**src/rtl/fp32_pkg.sv**
```systemverilog
// Shared FP32 definitions: denormalizer FSM states, request bundle, constants.
package fp32_pkg;

  typedef enum logic [2:0] {
    IDLE,
    MUL_X,
    MUL_Y,
    MUL_Z,
    DONE
  } denorm3_state_t;

  // Operands latched on accept and held for the three multiply cycles
  typedef struct packed {
    logic [31:0] dx;
    logic [31:0] dy;
    logic [31:0] dz;
    logic [31:0] len;
  } denorm3_req_t;

  localparam logic [31:0] FP32_MAX_POS = 32'h7F7FFFFF;
  localparam logic [31:0] FP32_MAX_NEG = 32'hFF7FFFFF;
  localparam logic [31:0] FP32_ONE     = 32'h3F800000;
  localparam logic [31:0] FP32_QNAN    = 32'h7FC00000;

endpackage

```
**src/rtl/fp32_mul.sv**
```systemverilog
// Combinational FP32 multiply: round-to-nearest-even, subnormal inputs and
// results flushed to signed zero, overflow returns signed Inf and raises
// overflow, NaN or Inf*0 returns the canonical quiet NaN.
module fp32_mul
  import fp32_pkg::*;
(
  input  logic [31:0] a,
  input  logic [31:0] b,
  output logic [31:0] y,
  output logic        overflow
);

  logic               sgn;
  logic               a_zero, b_zero, a_inf, b_inf, a_nan, b_nan;
  logic [47:0]        prod;
  logic [22:0]        mant;
  logic               guard, sticky;
  logic [23:0]        mant_r;
  logic signed [10:0] exp_n;

  assign sgn    = a[31] ^ b[31];
  assign a_zero = (a[30:23] == 8'h00);
  assign b_zero = (b[30:23] == 8'h00);
  assign a_inf  = (a[30:23] == 8'hFF) && (a[22:0] == 23'h0);
  assign b_inf  = (b[30:23] == 8'hFF) && (b[22:0] == 23'h0);
  assign a_nan  = (a[30:23] == 8'hFF) && (a[22:0] != 23'h0);
  assign b_nan  = (b[30:23] == 8'hFF) && (b[22:0] != 23'h0);
  assign prod   = {24'h0, 1'b1, a[22:0]} * {24'h0, 1'b1, b[22:0]};

  // Normalize the 1.x * 1.y product, round, then resolve special cases
  always_comb begin
    exp_n = $signed({3'b000, a[30:23]}) + $signed({3'b000, b[30:23]}) - 11'sd127;
    if (prod[47]) begin
      mant   = prod[46:24];
      guard  = prod[23];
      sticky = |prod[22:0];
      exp_n  = exp_n + 11'sd1;
    end else begin
      mant   = prod[45:23];
      guard  = prod[22];
      sticky = |prod[21:0];
    end
    mant_r = {1'b0, mant} + {23'h0, guard & (sticky | mant[0])};
    // rounding carried out of the fraction: fraction is now zero, bump exponent
    if (mant_r[23]) exp_n = exp_n + 11'sd1;
    y        = {sgn, exp_n[7:0], mant_r[22:0]};
    overflow = 1'b0;
    if (a_nan || b_nan || (a_inf && b_zero) || (a_zero && b_inf))
      y = FP32_QNAN;
    else if (a_inf || b_inf)
      y = {sgn, 8'hFF, 23'h0};
    else if (a_zero || b_zero)
      y = {sgn, 31'h0};
    else if (exp_n >= 11'sd255) begin
      y        = {sgn, 8'hFF, 23'h0};
      overflow = 1'b1;
    end else if (exp_n <= 11'sd0)
      y = {sgn, 31'h0};
  end

endmodule

```
**src/rtl/fp32_denormalize3.sv**
```systemverilog
// v = len * d for a 3-component FP32 vector, one shared multiplier walked
// over x, y, z by a small FSM with valid/ready on both sides.
// Optional build macro FP32_DENORM3_SAT_EN: overflowing components are
// clamped to +/-FP32 max instead of Inf (out_ovf is reported either way).
module fp32_denormalize3
  import fp32_pkg::*;
(
  input  logic        clk,
  input  logic        rst,
  input  logic        in_valid,
  output logic        in_ready,
  input  logic [31:0] dx,
  input  logic [31:0] dy,
  input  logic [31:0] dz,
  input  logic [31:0] len,
  output logic        out_valid,
  input  logic        out_ready,
  output logic [31:0] ox,
  output logic [31:0] oy,
  output logic [31:0] oz,
  output logic        out_ovf
);

  denorm3_state_t state, state_nxt;
  denorm3_req_t   req_q;
  logic           accept;
  logic [31:0]    mul_a, mul_y, prod;
  logic           mul_ovf;

  fp32_mul u_mul (
    .a        (mul_a),
    .b        (req_q.len),
    .y        (mul_y),
    .overflow (mul_ovf)
  );

`ifdef FP32_DENORM3_SAT_EN
  assign prod = mul_ovf ? (mul_y[31] ? FP32_MAX_NEG : FP32_MAX_POS) : mul_y;
`else
  assign prod = mul_y;
`endif

  assign out_valid = (state == DONE);
  assign accept    = in_valid && in_ready;

  // Next state, input readiness and multiplier operand select
  always_comb begin
    state_nxt = state;
    in_ready  = 1'b0;
    mul_a     = req_q.dx;
    case (state)
      IDLE: begin
        in_ready = 1'b1;
        if (in_valid) state_nxt = MUL_X;
      end
      MUL_X: begin
        mul_a     = req_q.dx;
        state_nxt = MUL_Y;
      end
      MUL_Y: begin
        mul_a     = req_q.dy;
        state_nxt = MUL_Z;
      end
      MUL_Z: begin
        mul_a     = req_q.dz;
        state_nxt = DONE;
      end
      DONE: begin
        // releasing the result and taking a new input can share one edge
        in_ready = out_ready;
        if (out_ready) state_nxt = in_valid ? MUL_X : IDLE;
      end
      default: state_nxt = IDLE;
    endcase
  end

  // State, operand latch and per-component result registers
  always_ff @(posedge clk) begin
    if (rst) begin
      state   <= IDLE;
      req_q   <= '0;
      ox      <= '0;
      oy      <= '0;
      oz      <= '0;
      out_ovf <= 1'b0;
    end else begin
      state <= state_nxt;
      if (accept) begin
        req_q   <= {dx, dy, dz, len};
        out_ovf <= 1'b0;
      end
      case (state)
        MUL_X: begin
          ox      <= prod;
          out_ovf <= out_ovf | mul_ovf;
        end
        MUL_Y: begin
          oy      <= prod;
          out_ovf <= out_ovf | mul_ovf;
        end
        MUL_Z: begin
          oz      <= prod;
          out_ovf <= out_ovf | mul_ovf;
        end
        default: ;
      endcase
    end
  end

endmodule

```
**config.mk**
```make
export PLATFORM = sky130hd
export DESIGN_NAME = fp32_denormalize3
export DESIGN_NICKNAME = d
export VERILOG_FILES = /design/src/rtl/fp32_pkg.sv /design/src/rtl/fp32_mul.sv /design/src/rtl/fp32_denormalize3.sv
export SDC_FILE = /design/constraint.sdc
export NUM_CORES = 2
export LEC_CHECK = 0
export ABC_AREA = 1
export BUFFER_PORTS_ARGS = -buffer_cell sky130_fd_sc_hd__buf_2
export CAP_MARGIN = 20
export CORE_AREA = 2 2 243 245
export CTS_BUF_LIST = sky130_fd_sc_hd__clkbuf_16
export DETAILED_ROUTE_END_ITERATION = 8
export DIE_AREA = 0 0 245 247
export PLACE_DENSITY = 0.77
export SYNTH_ARGS = -nofsm -noshare
export SYNTH_HDL_FRONTEND = slang
export SYNTH_SLANG_ARGS = --single-unit
export TNS_END_PERCENT = 10
```
**constraint.sdc**
```tcl
create_clock -name clk -period 9.5 [get_ports clk]
set_clock_uncertainty 0.15 [all_clocks]
set_input_delay 0.475 -clock clk [delete_from_list [all_inputs] [get_ports clk]]
set_output_delay 0.475 -clock clk [all_outputs]
set_load 0.03 [all_outputs]
```
## Yosys cells after proc, flatten, opt, wreduce, memory -nomap -nowiden

Cells that the tools add are included.

- Eq/ne operators: 8
- Reductions and logical operators: 24
- Mux-type cells: 22
- Multipliers: 1
- Add/sub/neg operators: 5
- Order comparisons: 2
- Bitwise gates (word level): 4

Operator list:

| operator | number |
|---|---|
| $mux W31 | 4 |
| $pmux W32 S2 | 1 |
| $mul A24 B24 Y48 | 1 |
| $logic_not A23 Y1 | 2 |
| $reduce_bool A23 Y1 | 2 |
| $mux W32 | 1 |
| $add A23 B1 Y24 | 1 |
| $mux W23 | 1 |
| $reduce_or A23 Y1 | 1 |
| $add A11 B2 Y11 const B | 2 |
| $mux W11 | 2 |
| $reduce_or A22 Y1 | 1 |
| $eq A8 B8 Y1 const B | 2 |
| $logic_not A8 Y1 | 2 |
| $pmux W3 S5 | 1 |
| $ge A11 B9 Y1 const B | 1 |
| $le A11 B1 Y1 const B | 1 |
| $sub A11 B8 Y11 const B | 1 |
| $add A8 B8 Y9 | 1 |
| $mux W1 | 9 |
| $logic_and A1 B1 Y1 | 7 |
| $eq A3 B2 Y1 const B | 2 |
| $mux W3 | 2 |
| $logic_or A1 B1 Y1 | 5 |
| 12 further kinds | 13 |

- Word-level logic and storage cells: 75
- Register bits: 228

## Depth between registers and ports, before layout

- Depth after elaboration: 16
- Gate-level depth with buffers: 58
- Depth with buffers taken out: 54

## Hierarchy

From an unflattened synthesis, not the netlist that was laid out.

- Cell total of the unflattened synthesis: 5,255
- Area, all modules: 34,679.5 µm²

Modules (own cells, without submodules):

| module | area an instance (µm²) | seq. area each (µm²) | cells an instance | instances |
|---|---|---|---|---|
| fp32_mul | 23,975.5 | 0.0 | 3,543 | 1 |
| fp32_denormalize3 | 10,704.0 | 4,564.4 | 1,712 | 1 |

## Worst setup path before layout

OpenSTA, ideal clock, no wires.

- Path kind: register -> register
- From: register state[2]
- To: register ox[16]
- Cell stages (with the launch flop): 51
- Path slack: 394 ps
- Library setup time: 136 ps
- Path buffers: 5
- Arrival time: 8,820 ps
- Path through: dfxtp_1 > buf_2 > nor3_4 > inv_2 > nand2_1 > inv_2 > buf_2 > a21oi_1 > clkbuf_1 > nor2_1 > fa_1 > fa_1 > inv_1 > fa_1 > inv_1 > fa_1 > inv_1 > fa_1 > (+15 left out) > nand2_4 > buf_4 > xor2_2 > ha_1 > inv_1 > nor2_1 > nand2_1 > nand2_1 > nand3_1 > nand2_1 > nand2_1 > nor2_2 > nand3_4 > nand2_4 > nor2_8 > buf_12 > nand3b_4 > a21oi_2

- Longest elaborated chain between the ends: 15

RTL lines:

| item | line | text |
|---|---|---|
| start: declaration | fp32_denormalize3.sv:24 | `denorm3_state_t state, state_nxt;` |
| start signal: assignment | fp32_denormalize3.sv:87 | `state <= state_nxt;` |
| $eq A3 B2 Y1 | fp32_denormalize3.sv:51 | `case (state)` |
| $pmux W32 S2 | fp32_denormalize3.sv:51 |  |
| $mul A24 B24 Y48 | fp32_mul.sv:28 | `assign prod = {24'h0, 1'b1, a[22:0]} * {24'h0, 1'b1, b[22:0]};` |
| $reduce_or A23 Y1 or $reduce_or A22 Y1 (tied branches) | fp32_mul.sv:36, fp32_mul.sv:41 |  |
| $mux W1 | fp32_mul.sv:33 | `if (prod[47]) begin` |
| $or A1 B1 Y1 | fp32_mul.sv:43 | `mant_r = {1'b0, mant} + {23'h0, guard & (sticky \| mant[0])};` |
| $and A1 B1 Y1 | fp32_mul.sv:43 |  |
| $add A23 B1 Y24 | fp32_mul.sv:43 |  |
| $mux W11 | fp32_mul.sv:45 | `if (mant_r[23]) exp_n = exp_n + 11'sd1;` |
| $le A11 B1 Y1 | fp32_mul.sv:57 | `end else if (exp_n <= 11'sd0)` |
| $mux W31 | fp32_mul.sv:57 |  |
| $mux W31 | fp32_mul.sv:54 | `else if (exp_n >= 11'sd255) begin` |
| $mux W31 | fp32_mul.sv:52 | `else if (a_zero \|\| b_zero)` |
| $mux W31 | fp32_mul.sv:50 | `else if (a_inf \|\| b_inf)` |
| $mux W32 | fp32_mul.sv:48 | `if (a_nan \|\| b_nan \|\| (a_inf && b_zero) \|\| (a_zero && b_inf))` |
| end signal: assignment | fp32_denormalize3.sv:94 | `ox <= prod;` |
| end: declaration | fp32_denormalize3.sv:18 | `output logic [31:0] ox,` |

Several ways; a longest one is shown, not always the timed one.
A chain may end at the register's enable or synchronous reset.

## Final worst setup path

- From: register state[1]
- To: register oz[21]

- Longest elaborated chain between the ends: 15

RTL lines:

| item | line | text |
|---|---|---|
| $eq A3 B2 Y1, on equally long branches | fp32_denormalize3.sv:51, fp32_denormalize3.sv:92 |  |
| $pmux W32 S2 | fp32_denormalize3.sv:51 |  |
| $mul A24 B24 Y48 | fp32_mul.sv:28 |  |
| $reduce_or A23 Y1 or $reduce_or A22 Y1 (tied branches) | fp32_mul.sv:36, fp32_mul.sv:41 |  |
| $mux W1 | fp32_mul.sv:33 |  |
| $or A1 B1 Y1 | fp32_mul.sv:43 |  |
| $and A1 B1 Y1 | fp32_mul.sv:43 |  |
| $add A23 B1 Y24 | fp32_mul.sv:43 |  |
| $mux W11 | fp32_mul.sv:45 |  |
| $le A11 B1 Y1 | fp32_mul.sv:57 |  |
| $mux W31 | fp32_mul.sv:57 |  |
| $mux W31 | fp32_mul.sv:54 |  |
| $mux W31 | fp32_mul.sv:52 |  |
| $mux W31 | fp32_mul.sv:50 |  |
| $mux W32 | fp32_mul.sv:48 |  |
| end signal: assignment | fp32_denormalize3.sv:102 | `oz <= prod;` |
| end: declaration | fp32_denormalize3.sv:20 | `output logic [31:0] oz,` |

Several ways; a longest one is shown, not always the timed one.

==> out/metrics.cfg <==
[status]
status = complete, no violations

[timing]
slew_headroom_pct = 23.5
rsz0062_at_grt = yes
finalSetupTns_ps = 0
drv_slew = 0
min_period_ps = 9330
hold_viol_final = 0
worstMarginPinSlew_ps = 1150
fin_ws_ps = 174
finalCritPeriodShare_pct = 98.2
fmax_mhz = 107
setup_violations = 0
hold_ws_ps = 19.1

[synth]
synth_edf_count = 0
yosysMostFrequentCell = nand2_1
synth_top_area_share_pct = 30.7
synthArstFlopShare_pct = 0
synth.cell_area_um2 = 31500
seq_area_frac_synth_pct = 14.5
synth_cell_types = 51
syn-num-nets = 5149
ys_ff_latch = 228
synth_warnings = 0
postSynthAreaPerCell_um2 = 7.25
synth_common_cells = nand2_1 (1045), inv_1 (926), fa_1 (483)
synth_ff_type = dfxtp_1
synthTopCellsByArea = fa_1 (31%), dfxtp_1 (14%), nand2_1 (12%), inv_1 (11%), ha_1 (7.3%)
synth_area_leader_cell = fa_1
synthesis.instances = 4349

[global_routing]
grt_start_max_net_pins = 132
overflow = 0
grt_pass1_vias = 28765
grt.total_usage_pct = 32.6
grt_pass1_wl_mm = 154
antenna_found_initial = 2

[placed_design]
place_congestion = 1.03
port_buffers = 230
pre_cts_ws_ps = 22.9
dp_hpwl_mm = 80.2

[drt]
drt-initial-drc-count = 2902
routed_wl_mm = 103
routed-via-count = 29971
drtPass1Iterations = 6
antenna_left = 0
via_per_inst = 5.45
wl_met2_mm = 48.4
wl_met3_mm = 9.73
wl_per_cell_um = 18.8
top_layer_used = met5
wl_met1_mm = 39.2
drc_errors = 0

[run]
drv_cap = 0

[hold_path]
hp-class = input pin to flop
min_delay_path_depth = 3

[floorplan]
boundaryPins = 231
rows = 89
die_area_um2 = 60500
die_w_um = 245
dieHeight_um = 247
initial_core_util_pct = 54.1
core-area_um2 = 58200

[clock_network]
clock_path_buffers = 3
cts.clk_slew.worst_paths_ps = 60
cts_root_buf = clkbuf_16
ctsHtreeMaxLevel = 1
clk_latency_ps = 570
hold_buffers = 0
tritoncts = built
cts_buffers = 26
cts_sinks = 228

[final_layout]
nNetsFinal = 5508
area_growth_pct = 18.8
drive_gt1_share_pct = 19.2
finish.utilization_pct = 64.3

[setup_path]
max_stage_delay_ps = 600
required_ps = 9750
cp-end-kind = flop
crit_fanout = 9
crit_path_frequent_cell = fa_1
cpMaxStageDelayCell = fa_2
r2r_cells = 51
startpoint_type = flop
worstPathArrival_ps = 9570
path_class = flop to flop

[pwr]
power_uw = 8010
power_density_nw_per_um2 = 214
cellLeakagePower_uw = 0.0192
ir_drop_v = 0.000247

-- cell usage in the layout (no fill, tap or decap), drive strengths merged, types with 4 or more instances in the layout --
cell type / synthesis / routed
nand3b: 5 / 5
nor4: 11 / 11
o21ai: 177 / 177
o21a: 12 / 12
xnor2: 14 / 14
clkbuf: 163 / 31
dfxtp: 228 / 228
a21oi: 271 / 271
nand2: 1067 / 1068
buf: 21 / 504
clkinvlp: 0 / 8
clkinv: 6 / 16
inv: 941 / 945
nor2: 473 / 474
fa: 483 / 483
nand4: 41 / 41
o22ai: 34 / 34
o21bai: 4 / 4
xor2: 25 / 25
and2: 4 / 4
ha: 185 / 185
nand3: 153 / 153
nor3: 22 / 22
-- worst max-delay path: cells and delay by family, from the launching register on --
kind | cells | cell delay, ps
DFF | 1 | 360
and+or+nand+nor | 23 | 2440
buffers and inverters | 17 | 1830
adders and majority gates | 8 | 3940
AOI/OAI and AO/OA | 3 | 450
-- power breakdown --
| part | switching (µW) | internal [µW] | total [µW] |
|---|---|---|---|
| registers | 87.5 | 1070 | 1160 |
| clock network | 439 | 542 | 980 |
| logic | 3660 | 2210 | 5870 |
-- metal layers --
| layer | vias up | track usage, % |
|---|---|---|
| li1 | 13738 | - |
| met1 | 14344 | 42.2 |
| met2 | 1510 | 53.4 |
| met3 | 377 | 6.27 |
| met4 | 2 | 14.0 |
| met5 | - | 0 |
-- area by class of cell --
cell class                 instances  area (µm²)
multi-input combinational       2992       23700
timing repair buffer             508        3720
antenna                            1        2.50
inverter                         947        3610
tap                              773         967
clock buffer                      27         676
fill                            4852       20800
timing repair inverter             5        48.8
sequential                       228        4570
clock inverter                    18         123
-- metrics by stage --
stage / cells / cell area (µm²)
after floorplan: 4349 / 31500
after global placement: 5381 / 34600
after detailed placement: 5381 / 34600
after CTS: 5426 / 35400
after global routing: 5499 / 37500
final: 5499 / 37500
-- final timing paths --
kind / start / endpoint / slack, ps
max: state[1]$_SDFFE_PP0P_ / oz[21]$_SDFFE_PP0N_ / 170
min: dx[7] / req_q[103]$_SDFFE_PP0P_ / 20
max reg2reg: state[1]$_SDFFE_PP0P_ / oz[21]$_SDFFE_PP0N_ / 170
min reg2reg: req_q[65]$_SDFFE_PP0P_ / req_q[65]$_SDFFE_PP0P_ / 310
-- kinds of logic after synthesis --
kind of cell / share of synthesized area (%)
AND/OR/NAND/NOR: 23.7
AO/OA/AOI/OAI: 8.88
XOR/XNOR: 1.11
flip-flops: 14.5
adder cells (fa/ha/maj): 38.0
buffers and inverters: 13.8
-- registers in the layout, indices dropped and copies added (netlist names) --
| signal | cells |
|---|---|
| oz | 32 |
| state | 3 |
| ox | 32 |
| out_ovf | 1 |
| req_q | 128 |
| oy | 32 |
-- repair_timing --
item	CTS	global route
setup buffers	0	58
resized for setup	5	362
pin swaps	0	89
setup endpoints to repair	3	94
gates cloned	0	13
Note: power is estimated with default switching activity, not from simulation.
